`src/rtl/ovr_sdram_writer.sv`:
```
// rtl/ovr_sdram_writer.sv - overlay byte stream to SDRAM RGBA4444 word writer
//
// Pairs overlay download bytes into 16-bit words, buffers them in a small
// FIFO and drains the FIFO through a req/ack SDRAM write channel.
//
// Ports:
//   clk_sys, reset           clock, asynchronous active-high reset
//   sel                      current download is an overlay
//   ioctl_download/wr/addr/dout  hps_io download port (byte stream)
//   ioctl_wait               registered host backpressure
//   mem_req/addr/din/ack     SDRAM write channel (req held until ack)
//   busy                     load in progress or data still buffered
//   done                     one-cycle pulse when a load is fully written
//   overflow                 sticky: a word was dropped on a full FIFO
//   word_count               words acked since the load started
module ovr_sdram_writer #(
  parameter int FIFO_DEPTH = 8,
  parameter int AW         = 24
) (
  input  logic          clk_sys,
  input  logic          reset,
  input  logic          sel,
  input  logic          ioctl_download,
  input  logic          ioctl_wr,
  input  logic [24:0]   ioctl_addr,
  input  logic [7:0]    ioctl_dout,
  output logic          ioctl_wait,
  output logic          mem_req,
  output logic [AW-1:0] mem_addr,
  output logic [15:0]   mem_din,
  input  logic          mem_ack,
  output logic          busy,
  output logic          done,
  output logic          overflow,
  output logic [AW-1:0] word_count
);

  localparam int PW = $clog2(FIFO_DEPTH);
  localparam int CW = PW + 1;
  localparam int EW = AW + 16;

  typedef enum logic {S_IDLE, S_REQ} state_t;
  state_t state, state_nx;

  // Load tracking
  logic ov_now, ov_q, dl_q, loading, ended;
  logic start, fall;

  assign ov_now = ioctl_download & sel;
  assign start  = ov_now & ~ov_q;
  assign fall   = dl_q & ~ioctl_download & loading;

  always_ff @(posedge clk_sys or posedge reset) begin
    if (reset) begin
      ov_q <= 1'b0;
      dl_q <= 1'b0;
    end else begin
      ov_q <= ov_now;
      dl_q <= ioctl_download;
    end
  end

  // Pending byte and pairing
  logic          pend_valid;
  logic [7:0]    pend_byte;
  logic [AW-1:0] pend_addr;
  logic          wr_ov, pv_eff;
  logic [AW-1:0] byte_waddr;
  logic          push, pend_set, pend_clr;
  logic [EW-1:0] push_entry;

  assign wr_ov      = ioctl_wr & ioctl_download & sel;
  assign byte_waddr = AW'(ioctl_addr[24:1]);
  // A load start in the same cycle as a byte sees no pending byte.
  assign pv_eff     = pend_valid & ~start;

  always_comb begin
    push       = 1'b0;
    push_entry = '0;
    pend_set   = 1'b0;
    pend_clr   = 1'b0;
    if (wr_ov) begin
      if (!ioctl_addr[0]) begin
        pend_set = 1'b1;
        if (pv_eff) begin
          push       = 1'b1;
          push_entry = {pend_addr, 8'h00, pend_byte};
        end
      end else begin
        pend_clr = 1'b1;
        push     = 1'b1;
        if (pv_eff && pend_addr == byte_waddr)
          push_entry = {byte_waddr, ioctl_dout, pend_byte};
        else
          push_entry = {byte_waddr, ioctl_dout, 8'h00};
      end
    end else if (fall && pend_valid) begin
      // End-of-load flush of a trailing even byte.
      push       = 1'b1;
      push_entry = {pend_addr, 8'h00, pend_byte};
      pend_clr   = 1'b1;
    end
  end

  always_ff @(posedge clk_sys or posedge reset) begin
    if (reset) begin
      pend_valid <= 1'b0;
      pend_byte  <= '0;
      pend_addr  <= '0;
    end else if (pend_set) begin
      pend_valid <= 1'b1;
      pend_byte  <= ioctl_dout;
      pend_addr  <= byte_waddr;
    end else if (pend_clr || start) begin
      pend_valid <= 1'b0;
    end
  end

  // FIFO
  logic [EW-1:0] fifo_mem [FIFO_DEPTH];
  logic [PW-1:0] wptr, rptr, wr_idx;
  logic [CW-1:0] count;
  logic          full_eff, push_ok, pop;

  assign full_eff = ~start & (count == CW'(FIFO_DEPTH));
  assign push_ok  = push & ~full_eff;
  assign pop      = (state == S_REQ) & mem_ack & ~start;
  assign wr_idx   = start ? '0 : wptr;

  always_ff @(posedge clk_sys) begin
    if (push_ok)
      fifo_mem[wr_idx] <= push_entry;
  end

  always_ff @(posedge clk_sys or posedge reset) begin
    if (reset) begin
      wptr       <= '0;
      rptr       <= '0;
      count      <= '0;
      overflow   <= 1'b0;
      ioctl_wait <= 1'b0;
    end else begin
      if (start) begin
        rptr     <= '0;
        wptr     <= push_ok ? PW'(1) : '0;
        count    <= push_ok ? CW'(1) : '0;
        overflow <= 1'b0;
      end else begin
        if (push_ok) wptr <= wptr + 1'b1;
        if (pop)     rptr <= rptr + 1'b1;
        case ({push_ok, pop})
          2'b10:   count <= count + 1'b1;
          2'b01:   count <= count - 1'b1;
          default: count <= count;
        endcase
        if (push && full_eff) overflow <= 1'b1;
      end
      // One slot of headroom for the word that may already be in flight.
      ioctl_wait <= (count >= CW'(FIFO_DEPTH - 1));
    end
  end

  // Drain FSM
  always_ff @(posedge clk_sys or posedge reset) begin
    if (reset) state <= S_IDLE;
    else       state <= state_nx;
  end

  always_comb begin
    state_nx = state;
    case (state)
      S_IDLE:  if (!start && count != '0) state_nx = S_REQ;
      S_REQ:   if (start || mem_ack) state_nx = S_IDLE;
      default: state_nx = S_IDLE;
    endcase
  end

  always_comb begin
    mem_req = (state == S_REQ);
  end

  // Head entry stays in the FIFO until acked; only a copy is held here.
  always_ff @(posedge clk_sys or posedge reset) begin
    if (reset) begin
      mem_addr <= '0;
      mem_din  <= '0;
    end else if (state == S_IDLE && state_nx == S_REQ) begin
      {mem_addr, mem_din} <= fifo_mem[rptr];
    end
  end

  // Completion tracking
  always_ff @(posedge clk_sys or posedge reset) begin
    if (reset) begin
      loading    <= 1'b0;
      ended      <= 1'b0;
      done       <= 1'b0;
      word_count <= '0;
    end else begin
      done <= 1'b0;
      if (start) begin
        loading    <= 1'b1;
        ended      <= 1'b0;
        word_count <= '0;
      end else begin
        if (pop) word_count <= word_count + 1'b1;
        if (fall) begin
          loading <= 1'b0;
          ended   <= 1'b1;
        end
        if (ended && !pend_valid && count == '0 && state == S_IDLE) begin
          done  <= 1'b1;
          ended <= 1'b0;
        end
      end
    end
  end

  assign busy = loading | pend_valid | (count != '0) | (state != S_IDLE);

endmodule

```
`config.mk`:
```
export PLATFORM = sky130hd
export DESIGN_NAME = ovr_sdram_writer
export DESIGN_NICKNAME = d
export VERILOG_FILES = /design/src/rtl/ovr_sdram_writer.sv
export SDC_FILE = /design/constraint.sdc
export NUM_CORES = 1
export LEC_CHECK = 0
export ABC_AREA = 1
export BUFFER_PORTS_ARGS = -buffer_cell sky130_fd_sc_hd__buf_2
export CAP_MARGIN = 0
export CORE_ASPECT_RATIO = 1.75
export CORE_MARGIN = 5
export CORE_UTILIZATION = 55
export CTS_CLUSTER_DIAMETER = 120
export DETAILED_ROUTE_END_ITERATION = 8
export GPL_ROUTABILITY_DRIVEN = 1
export PLACE_DENSITY_LB_ADDON = 0.3
export SLEW_MARGIN = 5
export SYNTH_ARGS = -nofsm -noshare
export SYNTH_HDL_FRONTEND = slang
export SYNTH_SLANG_ARGS = --single-unit
```
`constraint.sdc`:
```
create_clock -name clk_sys -period 16 [get_ports clk_sys]
set_input_delay 1.6 -clock clk_sys [delete_from_list [all_inputs] [get_ports clk_sys]]
set_output_delay 1.6 -clock clk_sys [all_outputs]
set_load 0.03 [all_outputs]
```
==> reports/results.tsv <==
stage	metric	value	unit
run_status	outcome	finished clean	
final_layout	nets	1645	
clock_network	TritonCTS Buffers	38	
sta	maximum clock rate	0.244	GHz
synthesis	mean post-synth cell area	11.8	um2
drt	vias per cell	6.01	
final_layout	number of diodes	0	
clock_network	CTS root buf	clkbuf_16	
drt	Routed Antenna Nets	0	
drt	via count	12200	
clock_network	clock latency at the later pin of the worst-skew pair	0.54	ns
worst_setup_path	WP data arrival	4.51	ns
worst_setup_path	Worst Path Max Fanout	24	
final_layout	Finished Core Util	62.3	%
synthesis	Synth cell types	39	
worst_setup_path	register-to-register setup slack	12.81	ns
synthesis	Synth Register Bits	435	
final_layout	share of post-route cells with drive strength above 1	13.6	%
worst_hold_path	hold crit path type	flip-flop to flip-flop	
run	Max-Cap Viols	0	
die	Initial Utilization	55.5	%
sta	final setup fails	0	
clock_network	CTS clk-pin slew, worst paths	0.06	ns
drt	DRT iter0 DRCs	929	
clock_network	cts hold-fix bufs	0	
worst_hold_path	Min-Delay Startpoint	pend_byte[2]$_DFFE_PP0P_	
global_route	initial antenna violation count	0	
sta	Worst Skew	0.0118	ns
worst_setup_path	worst flop-to-flop path startpoint	ov_q$_DFF_PP0_	
drt	DRT Pass-1 Iters	7	
sta	final hold vios	0	
drt	WL final	43600	um
global_route	Remaining Overflow, GRT	0	
sta	RSZ-0062 raised after global routing	false	
drt	WL/cell	21.5	um
worst_setup_path	R2R cell count	14	
sta	setup TNS	0	ns
clock_network	clk sinks	435	
die	Die W	146	um
sta	crit share post-route	25.6	%
clock_network	# H-tree levels	2	
die	die area	0.0364	mm2
placed_design	gpl congestion	0.835	
clock_network	cts repair resizes	0	
clock_network	Clock Path Buffers	3	
synthesis	Mapped Area	0.0179	mm2
placed_design	hpwl dp	25000	um
power	PwrDens	160	mW/mm2
drt	DRC	0	
worst_setup_path	CP required	16.41	ns
global_route	met3 Use GR	3.11	%
sta	Pins Over Slew Limit	0	
die	die height	249	um
worst_setup_path	CP endpoint kind	flip-flop	
clock_network	CTS tree	built	
worst_setup_path	CP Launch Type	input pin	
global_route	met1 Use GR	30.1	%
power	VDD IR-drop max	0.108	mV
worst_setup_path	R2R Path End	count[2]$_DFFE_PP0P_	
placed_design	PortBufs	107	
synthesis	Cells after Synth	1522	
global_route	GRT Util Overall	23.8	%
clock_network	post-CTS setup repair buffer count	0	
global_route	busiest grt layer	met2	
synthesis	sequential area share after synthesis	69.8	%
sta	slew margin rel.	24.5	%
synthesis	syn nets	1566	
synthesis	synth warn	0	
global_route	largest net degree at the start of global routing	113	
die	core footprint	0.0322	mm2
worst_hold_path	Hold Path End	pend_byte[2]$_DFFE_PP0P_	
worst_setup_path	WS Path Type	input pin to flip-flop	
sta	crit path time final	4.10	ns
die	placement row count	87	
global_route	first-pass GRT wire length	68200	um
final_layout	# fillers	2477	
global_route	vias in the first global route	12400	
sta	Worst-Margin Slew	1.13	ns
worst_hold_path	Worst Hold Depth	2	
power	Leak	7.54	nW
final_layout	Area Growth Syn to Fin	12.1	%
global_route	met2 Use GR	41.7	%
die	I/O pins	108	
==> Yosys cell counts <==
cell type / instances / area, um2
buf_6: 1 / 11.3
o22ai_1: 46 / 288
a221oi_1: 2 / 17.5
o21ai_0: 244 / 1220
nand3_4: 1 / 17.5
nand4_1: 18 / 113
o31ai_1: 1 / 7.51
nor2_4: 4 / 45.0
nor3_2: 1 / 10.0
a31oi_1: 1 / 6.26
nor2_1: 193 / 724
nand2_1: 114 / 428
nor2_2: 2 / 12.5
xnor2_1: 2 / 17.5
edfxtp_1: 320 / 9610
o211ai_1: 19 / 143
a21boi_0: 8 / 60.1
o21ai_1: 3 / 15.0
clkinv_2: 1 / 5.00
nand3_2: 4 / 40.0
nor4_1: 8 / 50.1
nand3_1: 50 / 250
buf_2: 10 / 50.1
clkbuf_1: 69 / 259
or2_0: 1 / 6.26
dfrtp_1: 115 / 2880
buf_4: 7 / 52.6
nand2_2: 6 / 37.5
xor2_1: 15 / 131
or2_2: 1 / 6.26
ha_1: 5 / 62.6
o221ai_1: 62 / 543
nor3_1: 11 / 55.1
inv_2: 5 / 18.8
a21oi_1: 15 / 75.1
a211oi_1: 4 / 30.0
inv_1: 149 / 559
o21a_1: 3 / 22.5
a41oi_1: 1 / 8.76
==> cell usage in the layout, fill, tap and decap left out, types with 7 or more instances in the layout <==
master	Yosys	routed
edfxtp_1	320	320
o21ai_0	244	244
nor2_1	193	192
inv_1	149	147
nand2_1	114	114
dfrtp_1	115	113
buf_2	10	107
o221ai_1	62	62
nand3_1	50	50
o22ai_1	46	46
clkbuf_16	0	41
o211ai_1	19	19
buf_4	7	19
nand4_1	18	18
a21oi_1	15	15
xor2_1	15	15
a21boi_0	8	8
nor4_1	8	7
nor3_2	1	7
clkinv_1	0	7
==> power breakdown <==
group          switching (mW)  internal [mW]
Sequential             0.0802           1.31
Clock                   0.401          0.552
Combinational           0.625          0.242
==> worst max path at each step <==
stage	startpoint	endpoint	slack [ns]	depth (start not counted)
2_1_floorplan	sel	fifo_mem[1][0]$_DFFE_PP_	9.33	7
3_3_place_gp	ioctl_download	fifo_mem[1][10]$_DFFE_PP_	11.45	8
3_5_place_dp	ioctl_download	fifo_mem[5][34]$_DFFE_PP_	11.37	8
4_1_cts	ioctl_download	count[2]$_DFFE_PP0P_	11.95	16
5_1_grt	ioctl_download	count[2]$_DFFE_PP0P_	11.69	16
6_report	ioctl_download	count[2]$_DFFE_PP0P_	11.90	16
==> routing by layer <==
layer  vias to the layer above  part of all wire (%)
li1                       5594                     -
met1                      6030                    39
met2                       481                    52
met3                        93                   5.7
met4                         0                   3.4
met5                         -                     0
==> flip-flops by register name (all words and copies together) (netlist names), 3 cells and up <==
name        flops
rptr            3
pend_byte       8
wptr            3
fifo_mem      320
word_count     24
count           4
mem_din        16
mem_addr       24
pend_addr      24
==> kinds of logic (layout without fill, tap and decap cells) <==
family	after synthesis	in the layout	share of synthesized area (%)
compound gates	409	409	13.6
xor+xnor	17	17	0.832
flops	435	435	69.8
fa+ha+maj	5	5	0.350
simple gates	414	414	10.0
buf+inv	242	350	5.34
==> metrics by stage <==
step           cell area (um2)  power [mW]  hold slack (ns)  setup slack, ns  cells
6_report                 20100        3.21            0.485            11.90   2030
5_1_grt                  20100        3.37            0.513            11.69   2030
4_1_cts                  20100        3.22            0.487            11.95   2030
3_5_place_dp             18800        2.27            0.469            11.37   1961
3_3_place_gp             18800        2.24            0.465            11.45   1961
2_1_floorplan            17900        2.01            0.447             9.33   1522
==> critical path, cell delays in order <==
cell     delay, ns
buf_2         0.11
nand2_1       0.08
nor2_1        0.04
buf_4         0.22
inv_1         0.63
nand4_1       0.16
nand2_1       0.57
nand3_1       0.25
nand2_1       0.13
inv_1         0.05
ha_1          0.17
inv_1         0.05
nand2_1       0.06
or2_0         0.22
nand3_1       0.08
o21ai_1       0.07
==> cell type report <==
type,count,area [um2],area share [%]
Clock buffer,46,1050,5.26
Timing Repair Buffer,126,678,3.38
Clock inverter,23,246,1.23
Sequential cell,435,12500,62.3
Tap cell,400,500,2.50
Multi-Input combinational cell,845,4500,22.4
Inverter,155,588,2.93
(Power assumes the default switching activity.)
